===== src/rtl/slc3_pkg.sv =====
// Shared SLC-3 definitions: opcode constants, datapath mux encodings and
// small decode helpers used by the control unit and its memory timer.
package slc3_pkg;

  // IR[15:12] opcode values
  localparam logic [3:0] op_BR   = 4'b0000;
  localparam logic [3:0] op_ADD  = 4'b0001;
  localparam logic [3:0] op_LD   = 4'b0010;
  localparam logic [3:0] op_ST   = 4'b0011;
  localparam logic [3:0] op_JSR  = 4'b0100;
  localparam logic [3:0] op_AND  = 4'b0101;
  localparam logic [3:0] op_LDR  = 4'b0110;
  localparam logic [3:0] op_STR  = 4'b0111;
  localparam logic [3:0] op_RTI  = 4'b1000;
  localparam logic [3:0] op_NOT  = 4'b1001;
  localparam logic [3:0] op_LDI  = 4'b1010;
  localparam logic [3:0] op_STI  = 4'b1011;
  localparam logic [3:0] op_JMP  = 4'b1100;
  localparam logic [3:0] op_PSE  = 4'b1101;
  localparam logic [3:0] op_LEA  = 4'b1110;
  localparam logic [3:0] op_TRAP = 4'b1111;

  // Width of the shared memory wait counter (MEM_WAIT up to 15)
  localparam int WAIT_W = 4;

  typedef enum logic [1:0] {
    PCMUX_INC   = 2'b00,
    PCMUX_BUS   = 2'b01,
    PCMUX_ADDER = 2'b10
  } pcmux_t;

  typedef enum logic [1:0] {
    A2_ZERO  = 2'b00,
    A2_OFF6  = 2'b01,
    A2_OFF9  = 2'b10,
    A2_OFF11 = 2'b11
  } addr2mux_t;

  typedef enum logic [1:0] {
    ALUK_ADD  = 2'b00,
    ALUK_AND  = 2'b01,
    ALUK_NOT  = 2'b10,
    ALUK_PASS = 2'b11
  } aluk_t;

  // Address states are shared by loads and stores; this picks the store path.
  function automatic logic is_store(input logic [3:0] op);
    return (op == op_ST) || (op == op_STR);
  endfunction

endpackage


===== src/rtl/slc3_control_unit_mem_timer.sv =====
// slc3_mem_timer: wait counter and completion logic for the memory states.
// Fixed mode ends an access after MEM_WAIT cycles; handshake mode ends it on
// the first edge with ready_i high (minimum one cycle, no timeout).
module slc3_mem_timer
  import slc3_pkg::*;
#(
  parameter int MEM_WAIT      = 3,
  parameter int MEM_HANDSHAKE = 0
) (
  input  logic clk_i,
  input  logic rst_i,
  input  logic active_i,
  input  logic ready_i,
  output logic done_o
);

  logic [WAIT_W-1:0] cnt_q, cnt_d;

  // Access completes on the last counted cycle or on memory ready
  always_comb begin
    done_o = 1'b0;
    if (MEM_HANDSHAKE != 0) done_o = active_i & ready_i;
    else                    done_o = active_i && (cnt_q == WAIT_W'(MEM_WAIT - 1));
  end

  // Counter is zero outside an access, so every access starts from zero
  always_comb begin
    cnt_d = cnt_q;
    if (!active_i || done_o)  cnt_d = '0;
    else if (cnt_q != '1)     cnt_d = cnt_q + 1'b1;
  end

  // Counter register, cleared by reset even mid-access
  always_ff @(posedge clk_i or posedge rst_i) begin
    if (rst_i) cnt_q <= '0;
    else       cnt_q <= cnt_d;
  end

endmodule


===== src/rtl/slc3_control_unit.sv =====
// slc3_control_unit: Moore sequencer/decoder for the SLC-3 datapath.
// Optional feature macro SLC3_PAUSE_EN builds the PSE pause states and LED
// load; without it PSE is treated as an illegal opcode.
module slc3_control_unit
  import slc3_pkg::*;
#(
  parameter int MEM_WAIT      = 3,
  parameter int MEM_HANDSHAKE = 0
) (
  input  logic       Clk,
  input  logic       Reset,
  input  logic       Run,
  input  logic       Continue,
  input  logic [3:0] Opcode,
  input  logic       IR_5,
  input  logic       IR_11,
  input  logic       BEN,
  input  logic       Mem_Ready,
  output logic       LD_MAR,
  output logic       LD_MDR,
  output logic       LD_IR,
  output logic       LD_BEN,
  output logic       LD_CC,
  output logic       LD_REG,
  output logic       LD_PC,
  output logic       LD_LED,
  output logic       GatePC,
  output logic       GateMDR,
  output logic       GateALU,
  output logic       GateMARMUX,
  output logic [1:0] PCMUX,
  output logic       DRMUX,
  output logic       SR1MUX,
  output logic       SR2MUX,
  output logic       ADDR1MUX,
  output logic [1:0] ADDR2MUX,
  output logic [1:0] ALUK,
  output logic       Mem_CE,
  output logic       Mem_UB,
  output logic       Mem_LB,
  output logic       Mem_OE,
  output logic       Mem_WE
);

  typedef enum logic [4:0] {
    S_HALT, S_FETCH, S_RD_IR, S_LOAD_IR, S_DECODE, S_BR_CHK, S_BR_TAKE,
    S_ADD, S_AND, S_NOT, S_JMP, S_JSR_LINK, S_JSR_OFF, S_JSRR,
    S_ADDR_R, S_ADDR_PC, S_LEA, S_RD_DATA, S_WB, S_ST_DATA, S_WR_DATA
`ifdef SLC3_PAUSE_EN
    , S_PAUSE1, S_PAUSE2
`endif
  } state_t;

  state_t    state_q, state_d;
  logic      ir5_q;
  logic      mem_active;
  logic      mem_done;
  pcmux_t    pcmux;
  addr2mux_t addr2mux;
  aluk_t     aluk;

  assign mem_active = (state_q == S_RD_IR) || (state_q == S_RD_DATA) ||
                      (state_q == S_WR_DATA);

  slc3_mem_timer #(
    .MEM_WAIT      (MEM_WAIT),
    .MEM_HANDSHAKE (MEM_HANDSHAKE)
  ) u_timer (
    .clk_i    (Clk),
    .rst_i    (Reset),
    .active_i (mem_active),
    .ready_i  (Mem_Ready),
    .done_o   (mem_done)
  );

  // State register
  always_ff @(posedge Clk or posedge Reset) begin
    if (Reset) state_q <= S_HALT;
    else       state_q <= state_d;
  end

  // IR[5] is captured while decoding so SR2MUX is a registered (Moore) output
  always_ff @(posedge Clk or posedge Reset) begin
    if (Reset)                   ir5_q <= 1'b0;
    else if (state_q == S_DECODE) ir5_q <= IR_5;
  end

`ifdef SLC3_PAUSE_EN
  logic led_q;

  // LED load pulses only on the first cycle of PAUSE1
  always_ff @(posedge Clk or posedge Reset) begin
    if (Reset) led_q <= 1'b0;
    else       led_q <= (state_d == S_PAUSE1) && (state_q != S_PAUSE1);
  end
`else
  logic unused_continue;
  assign unused_continue = Continue;
`endif

  // SRAM chip/byte enables are permanently active
  assign Mem_CE = 1'b0;
  assign Mem_UB = 1'b0;
  assign Mem_LB = 1'b0;

  assign PCMUX    = pcmux;
  assign ADDR2MUX = addr2mux;
  assign ALUK     = aluk;

  // Next-state and per-state control decode
  always_comb begin
    state_d    = state_q;
    LD_MAR     = 1'b0;
    LD_MDR     = 1'b0;
    LD_IR      = 1'b0;
    LD_BEN     = 1'b0;
    LD_CC      = 1'b0;
    LD_REG     = 1'b0;
    LD_PC      = 1'b0;
    GatePC     = 1'b0;
    GateMDR    = 1'b0;
    GateALU    = 1'b0;
    GateMARMUX = 1'b0;
    pcmux      = PCMUX_INC;
    DRMUX      = 1'b0;
    SR1MUX     = 1'b0;
    SR2MUX     = 1'b0;
    ADDR1MUX   = 1'b0;
    addr2mux   = A2_ZERO;
    aluk       = ALUK_ADD;
    Mem_OE     = 1'b1;
    Mem_WE     = 1'b1;
`ifdef SLC3_PAUSE_EN
    LD_LED     = led_q;
`else
    LD_LED     = 1'b0;
`endif

    case (state_q)
      S_HALT: if (Run) state_d = S_FETCH;
      S_FETCH: begin
        LD_MAR = 1'b1; LD_PC = 1'b1; GatePC = 1'b1;
        state_d = S_RD_IR;
      end
      S_RD_IR: begin
        Mem_OE = 1'b0; LD_MDR = 1'b1;
        if (mem_done) state_d = S_LOAD_IR;
      end
      S_LOAD_IR: begin
        GateMDR = 1'b1; LD_IR = 1'b1;
        state_d = S_DECODE;
      end
      S_DECODE: begin
        LD_BEN = 1'b1;
        case (Opcode)
          op_BR:              state_d = S_BR_CHK;
          op_ADD:             state_d = S_ADD;
          op_AND:             state_d = S_AND;
          op_NOT:             state_d = S_NOT;
          op_JMP:             state_d = S_JMP;
          op_JSR:             state_d = S_JSR_LINK;
          op_LDR, op_STR:     state_d = S_ADDR_R;
          op_LD, op_ST:       state_d = S_ADDR_PC;
          op_LEA:             state_d = S_LEA;
`ifdef SLC3_PAUSE_EN
          op_PSE:             state_d = S_PAUSE1;
          op_RTI, op_LDI, op_STI, op_TRAP: state_d = S_FETCH;
`else
          op_PSE, op_RTI, op_LDI, op_STI, op_TRAP: state_d = S_FETCH;
`endif
          default:            state_d = S_FETCH;
        endcase
      end
      S_BR_CHK: state_d = BEN ? S_BR_TAKE : S_FETCH;
      S_BR_TAKE: begin
        LD_PC = 1'b1; pcmux = PCMUX_ADDER; addr2mux = A2_OFF9;
        state_d = S_FETCH;
      end
      S_ADD, S_AND: begin
        LD_REG = 1'b1; LD_CC = 1'b1; GateALU = 1'b1;
        SR1MUX = 1'b1; SR2MUX = ir5_q;
        aluk = (state_q == S_AND) ? ALUK_AND : ALUK_ADD;
        state_d = S_FETCH;
      end
      S_NOT: begin
        LD_REG = 1'b1; LD_CC = 1'b1; GateALU = 1'b1;
        SR1MUX = 1'b1; aluk = ALUK_NOT;
        state_d = S_FETCH;
      end
      S_JMP, S_JSRR: begin
        LD_PC = 1'b1; pcmux = PCMUX_ADDER;
        ADDR1MUX = 1'b1; SR1MUX = 1'b1; addr2mux = A2_ZERO;
        state_d = S_FETCH;
      end
      S_JSR_LINK: begin
        LD_REG = 1'b1; DRMUX = 1'b1; GatePC = 1'b1;
        state_d = IR_11 ? S_JSR_OFF : S_JSRR;
      end
      S_JSR_OFF: begin
        LD_PC = 1'b1; pcmux = PCMUX_ADDER; addr2mux = A2_OFF11;
        state_d = S_FETCH;
      end
      S_ADDR_R: begin
        LD_MAR = 1'b1; GateMARMUX = 1'b1;
        ADDR1MUX = 1'b1; SR1MUX = 1'b1; addr2mux = A2_OFF6;
        state_d = is_store(Opcode) ? S_ST_DATA : S_RD_DATA;
      end
      S_ADDR_PC: begin
        LD_MAR = 1'b1; GateMARMUX = 1'b1; addr2mux = A2_OFF9;
        state_d = is_store(Opcode) ? S_ST_DATA : S_RD_DATA;
      end
      S_LEA: begin
        LD_REG = 1'b1; GateMARMUX = 1'b1; addr2mux = A2_OFF9;
        state_d = S_FETCH;
      end
      S_RD_DATA: begin
        Mem_OE = 1'b0; LD_MDR = 1'b1;
        if (mem_done) state_d = S_WB;
      end
      S_WB: begin
        GateMDR = 1'b1; LD_REG = 1'b1; LD_CC = 1'b1;
        state_d = S_FETCH;
      end
      S_ST_DATA: begin
        LD_MDR = 1'b1; GateALU = 1'b1; aluk = ALUK_PASS;
        state_d = S_WR_DATA;
      end
      S_WR_DATA: begin
        Mem_WE = 1'b0;
        if (mem_done) state_d = S_FETCH;
      end
`ifdef SLC3_PAUSE_EN
      S_PAUSE1: if (Continue)  state_d = S_PAUSE2;
      S_PAUSE2: if (!Continue) state_d = S_FETCH;
`endif
      default: state_d = S_HALT;
    endcase
  end

endmodule


===== config.mk =====
export PLATFORM = sky130hd
export DESIGN_NAME = slc3_control_unit
export DESIGN_NICKNAME = d
export VERILOG_FILES = /design/src/rtl/slc3_pkg.sv /design/src/rtl/slc3_control_unit_mem_timer.sv /design/src/rtl/slc3_control_unit.sv
export SDC_FILE = /design/constraint.sdc
export NUM_CORES = 1
export LEC_CHECK = 0
export CORE_MARGIN = 2
export CORE_UTILIZATION = 35
export CTS_BUF_LIST = sky130_fd_sc_hd__clkbuf_16
export DETAILED_ROUTE_END_ITERATION = 10
export PLACE_DENSITY = 0.66
export SETUP_SLACK_MARGIN = 0.3
export SYNTH_ARGS = -nofsm -noshare
export SYNTH_HDL_FRONTEND = slang
export SYNTH_SLANG_ARGS = --single-unit

===== constraint.sdc =====
create_clock -name Clk -period 1.5 [get_ports Clk]
set_clock_uncertainty 0.2 [all_clocks]
set_input_delay 0.15 -clock Clk [delete_from_list [all_inputs] [get_ports Clk]]
set_output_delay 0.15 -clock Clk [all_outputs]
set_load 0.02 [all_outputs]

## Word level (Yosys, flattened, before mapping)

Memory sizes are Yosys's and may differ from the RTL's.
Cells that the tools add are included.

- Flip-flop bits (word level): 10
- Input bits: 12
- Memories kept: 1
- Bits in read-only memories: 80
- Logic and storage cells: 90

Memories:

| memory | words | bits a word | rd ports | clocked after Yosys merged registers in | wr ports | RTL line | source |
|---|---|---|---|---|---|---|---|
| (name not given) | 16 | 5 | 1 | 0 | 0 | slc3_control_unit.sv:155 | `case (Opcode)` |

- Reductions and logical operators: 26
- Mux-type cells: 31
- Equality and inequality tests: 28
- $add $sub $neg: 1

Operators by type and width:

| operator | count |
|---|---|
| $pmux 5 s12 | 1 |
| $eq 5x4->1 const B | 8 |
| $eq 5x5->1 const B | 5 |
| $eq 5x3->1 const B | 4 |
| $mux 5 | 4 |
| $mux 1 | 19 |
| $reduce_or 3->1 | 5 |
| $pmux 2 s3 | 2 |
| $reduce_or 4->1 | 3 |
| $reduce_or 6->1 | 2 |
| $eq 5x2->1 const B | 2 |
| $reduce_or 2->1 | 5 |
| $reduce_or 9->1 | 1 |
| $eq 4x2->1 const B | 2 |
| $mux 4 | 2 |
| $ne 2x1->1 const B | 3 |
| $eq 5x1->1 const B | 1 |
| $logic_not 5->1 | 1 |
| $reduce_or 5->1 | 1 |
| $add 4x1->4 const B | 1 |
| $eq 4x3->1 const B | 1 |
| $logic_or 1x1->1 | 4 |
| $mux 2 | 2 |
| $ne 4x4->1 const B | 1 |
| 6 further kinds | 6 |

## Logic depth before layout (Yosys ltp)

- Depth in word-level cells: 6
- Gate-level depth with buffers: 7
- Mapped depth without buffers: 6

## Cells and area by module

From an unflattened synthesis, not the netlist that was laid out.

- Cells, all modules: 176
- Area total of the unflattened synthesis: 1,265.0 µm²

By module, submodules not included:

| module | cells each | times used | area an instance (µm²) |
|---|---|---|---|
| slc3_control_unit | 151 | 1 | 992.2 |
| slc3_mem_timer | 25 | 1 | 272.8 |

## Least setup slack after synthesis

OpenSTA, ideal clock, no wires.

- Path type: reg2out
- Start point: reg state_q[1]
- End point: out SR2MUX
- Data required time: 1,150 ps
- Arrival: 1,457 ps
- Stages on the path, launching flop included: 6
- Path slack: -307 ps
- Cell sequence: dfrtp_1 -> buf_6 -> buf_2 -> nor2_1 -> a21oi_1 -> nor3b_1

- Longest elaborated chain between the ends: 3
- Elaborated cells between the ends (all ways): 4

Ends and longest elaborated chain:

| item | RTL line | source |
|---|---|---|
| from (decl) | slc3_control_unit.sv:54 | `state_t state_q, state_d;` |
| from (signal assigned) | slc3_control_unit.sv:79 | `else state_q <= state_d;` |
| $eq 5x4->1 or $eq 5x3->1 (tied branches) | slc3_control_unit.sv:139 | `case (state_q)` |
| $reduce_or 2->1 * | -- |  |
| $mux 1 * | slc3_control_unit.sv:139 |  |
| to (decl) | slc3_control_unit.sv:34 | `output logic SR2MUX,` |

Mark *: on every way between the ends. The rest lies on a longest branch, timed or not.

## Worst setup path in the final report

- Start point: reg state_q[1]
- End point: reg state_q[1]

- Longest elaborated chain between the ends: 6
- Elaborated cells between the ends (all ways): 32

Ends and longest elaborated chain:

| item | RTL line | source |
|---|---|---|
| $eq 5x2->1 or $eq 5x5->1 (tied branches) | slc3_control_unit.sv:62, slc3_control_unit.sv:139 |  |
| $logic_or 1x1->1 (2 in a row) | slc3_control_unit.sv:62 | `assign mem_active = (state_q == S_RD_IR) \|\| (state_q == S_RD_DATA) \|\|` |
| $logic_and 1x1->1 | slc3_control_unit_mem_timer.sv:23 | `else done_o = active_i && (cnt_q == WAIT_W'(MEM_WAIT - 1));` |
| $ne 2x1->1 (no source line) | -- |  |
| $reduce_and 4->1 (no source line) | -- |  |

Parallel ways exist; a longest one is shown, timed or not.
A chain may end at the register's enable or synchronous reset.

==> impl_metrics.py <==
metrics = {
    "yosys": {
        "synth.avg_cell_area_um2": 6.712,
        "synth_top_family_by_area": "simple AND/OR/NAND/NOR gates",
        "synthMuxAreaShare_pct": 0.8239,
        "ys_types": 42,
        "synth_area_leaders": "dfrtp_1 21%, nand2_1 9.0%, nor2_1 8.3%",
        "synth_seq_cells": 10,
        "async_reset_ff_share_pct": 100.0,
        "netlist_area_mm2": 0.001215,
        "synth_top_flop_cell": "dfrtp_1",
        "synth_fa_ha_area_share_pct": 2.060,
        "synth_edf_count": 0,
        "yosys.area_share.simple_pct": 34.09,
        "synth_top_cells_by_count": "29 x nand2_1, 27 x nor2_1, 16 x a21oi_1, 10 x dfrtp_1, 9 x buf_2",
        "synth_compound_area_share_pct": 28.12,
        "synthXorXnorAreaFrac_pct": 2.163,
        "synth_top_area_share_pct": 20.60,
        "synth.most_common_cell": "nand2_1",
        "yosysSeqAreaShare_pct": 20.60,
        "yosys_warnings": 0,
        "synthDominantAreaCellType": "dfrtp_1",
        "syn_inst": 181,
    },
    "routing": {
        "finalWirelength_mm": 6.195,
        "via_per_inst": 5.838,
        "wl_per_cell_um": 19.36,
        "drt-initial-drc-count": 113,
        "drc_errors": 0,
        "ant_nets": 0,
        "vias": 1868,
        "drtPass1Iterations": 4,
    },
    "cells_and_area": {
        "fin_nets": 289,
        "post-route-util_pct": 80.84,
        "area_growth_pct": 122.0,
        "n_antenna_cell": 0,
        "seq_area_um2": 255.2,
        "stdcell_count": 320,
        "multi_input_area_mm2": 0.001274,
        "fill_cells": 201,
        "layout-drive-gt1-share_pct": 61.68,
    },
    "grt": {
        "grt_max_degree": 11,
        "antenna_found_initial": 0,
        "grt_usage_pct": 27.61,
        "grt_pass1_wl_mm": 8.618,
        "overflow": 0,
        "grt_pass1_vias": 1769,
    },
    "die": {
        "die_area_mm2": 0.003958,
        "start_util_pct": 36.41,
        "pin_count": 39,
        "die_w_um": 62.92,
        "fp.dieH_um": 62.92,
        "fp-row-count": 21,
        "core_mm2": 0.003337,
    },
    "placed_design": {
        "dp_hpwl_mm": 3.512,
        "place.gp.congestion": 0.9240,
        "dp_cells": 294,
        "numPortBuffers": 31,
    },
    "pwr": {
        "p_sw_share_pct": 46.97,
        "switchingPower_mw": 2.495,
        "power.internal_mw": 2.817,
        "p_per_area_mw_per_mm2": 1969,
        "seqPwrFrac_pct": 10.0,
        "power.total_mw": 5.312,
        "clkPwrFrac_pct": 9.2,
        "p_leak_nw": 1.145,
        "ir_drop_mv": 1.001,
        "comb_power_share_pct": 80.8,
    },
    "worst_setup_path": {
        "rr_startpoint": "state_q[1]$_DFFE_PP0P_",
        "cp-end-kind": "register",
        "start_kind": "register",
        "r2r_setup_slack_ns": -0.45,
        "reg2reg_depth": 7,
        "cp_max_fo": 10,
        "crit_arrival_ns": 1.91,
        "timing.critical_path.to": "state_q[1]$_DFFE_PP0P_",
        "required_ns": 1.46,
        "reg2reg_to": "state_q[1]$_DFFE_PP0P_",
        "path_class": "register to register",
        "critPathLaunch": "state_q[1]$_DFFE_PP0P_",
    },
    "sta": {
        "min_period_ns": 1.947,
        "hold_viol": 0,
        "maxClockFrequency_mhz": 513.7,
        "fin_crit_sh_pct": 129.8,
        "setup_slack_ns": -0.4466,
        "holdWs_ns": 0.01270,
        "setup_violations": 30,
        "rsz0062_at_grt": "true",
        "maxSlewViolCount": 0,
    },
    "cts": {
        "cts_tree": "yes",
        "cts_made_buffers": 3,
        "cts_buffer_depth": 2,
        "clk_pin_slew_ns": 0.04,
        "clkLatencyLatePin_ns": 0.24,
        "clock-sinks": 10,
        "cts_max_level": 1,
        "root_buffer": "clkbuf_16",
    },
    "run_status": {
        "status": "finished with violations",
        "violations": "setup timing",
    },
    "flow_run": {
        "cap_violations": 0,
    },
    "min_path": {
        "hold_path_class": "input pin to asynchronous set/reset pin",
    },
}
==> state kept, by name (all words and copies together), names as in the netlist <==
signal,cells
state_q,5
u_timer.cnt_q,4
ir5_q,1
==> final cells by class <==
type                       count  area share (%)
timing repair buffer         103           37.01
tap                           46           2.134
sequential                    10           9.462
clock inverter                 1          0.1391
clock buffer                   3           2.783
inverter                       7           1.252
multi-input combinational    150           47.22
==> logic make-up after synthesis <==
group / count (synthesis)
DFF: 10
AOI/OAI and AO/OA: 51
buffers and inverters: 25
other: 1
adders and majority gates: 2
muxes: 1
xor gates and xnor gates: 3
and+or+nand+nor: 88
==> critical path: stages (launching register included) <==
cell and delay [ns]:
dfrtp_2 0.47, buf_6 0.18, nor2_4 0.16, buf_4 0.16, a21oi_1 0.09, o32ai_1 0.37
a21oi_1 0.08, o21ai_1 0.14
==> routing by layer <==
layer,share of wire (%),track usage (%),up-vias
li1,-,-,812
met1,38,33.74,909
met2,51,48.67,119
met3,7.0,3.604,28
met4,4.3,10.83,0
met5,0,0,-
==> layout by cell type (no fill, tap or decap), types with 3 or more instances in the layout <==
cell type / n
buf_4: 47
buf_6: 39
nand2_1: 19
nor2_4: 11
nor2_1: 11
a21oi_1: 9
clkdlybuf4s50_1: 9
dfrtp_1: 6
nor2_2: 5
nand3_1: 5
nand2_2: 5
conb_1: 5
inv_1: 4
nor3_4: 4
nand2_4: 4
a21oi_4: 4
buf_12: 4
dfrtp_2: 4
nand2b_4: 3
nor2b_1: 3
o21ai_2: 3
a31oi_1: 3
o21ai_0: 3
nand2b_1: 3
o21ai_4: 3
a21oi_2: 3
clkbuf_16: 3
==> per-stage QoR <==
step	setup slack [ns]	cell area [um^2]	TNS, ns
after floorplan	-0.04523	1520	-0.3110
after global placement	-0.5730	2132	-14.13
after detailed placement	-0.6374	2132	-14.83
after CTS	-0.3453	2460	-8.360
after global routing	-0.5442	2698	-11.21
final	-0.4466	2698	-9.996
==> timing repair <==
action	in CTS	in global routing
pin swaps	17	19
hold buffers	0	0
resized for setup	154	44
buffers inserted	13	9
setup endpoints to repair	32	32
==> power by group through the flow <==
stage          Combinational [mW]  Sequential [mW]  Clock (mW)
6_report                     4.29            0.531       0.489
3_5_place_dp                 3.07            0.499           0
4_1_cts                      3.57            0.510       0.484
3_3_place_gp                 3.00            0.494           0
2_1_floorplan                2.03            0.412           0
5_1_grt                      4.51            0.538       0.503
==> worst min path at each step <==
| stage | cells after the start | to |
|---|---|---|
| global route | 2 | state_q[4]$_DFFE_PP0P_ |
| detailed placement | 2 | state_q[1]$_DFFE_PP0P_ |
| finish | 2 | u_timer.cnt_q[0]$_DFFE_PP0P_ |
| floorplan | 1 | ir5_q$_DFFE_PP0P_ |
| global placement | 2 | state_q[1]$_DFFE_PP0P_ |
| CTS | 2 | u_timer.cnt_q[1]$_DFFE_PP0P_ |
(Power assumes the default switching activity.)
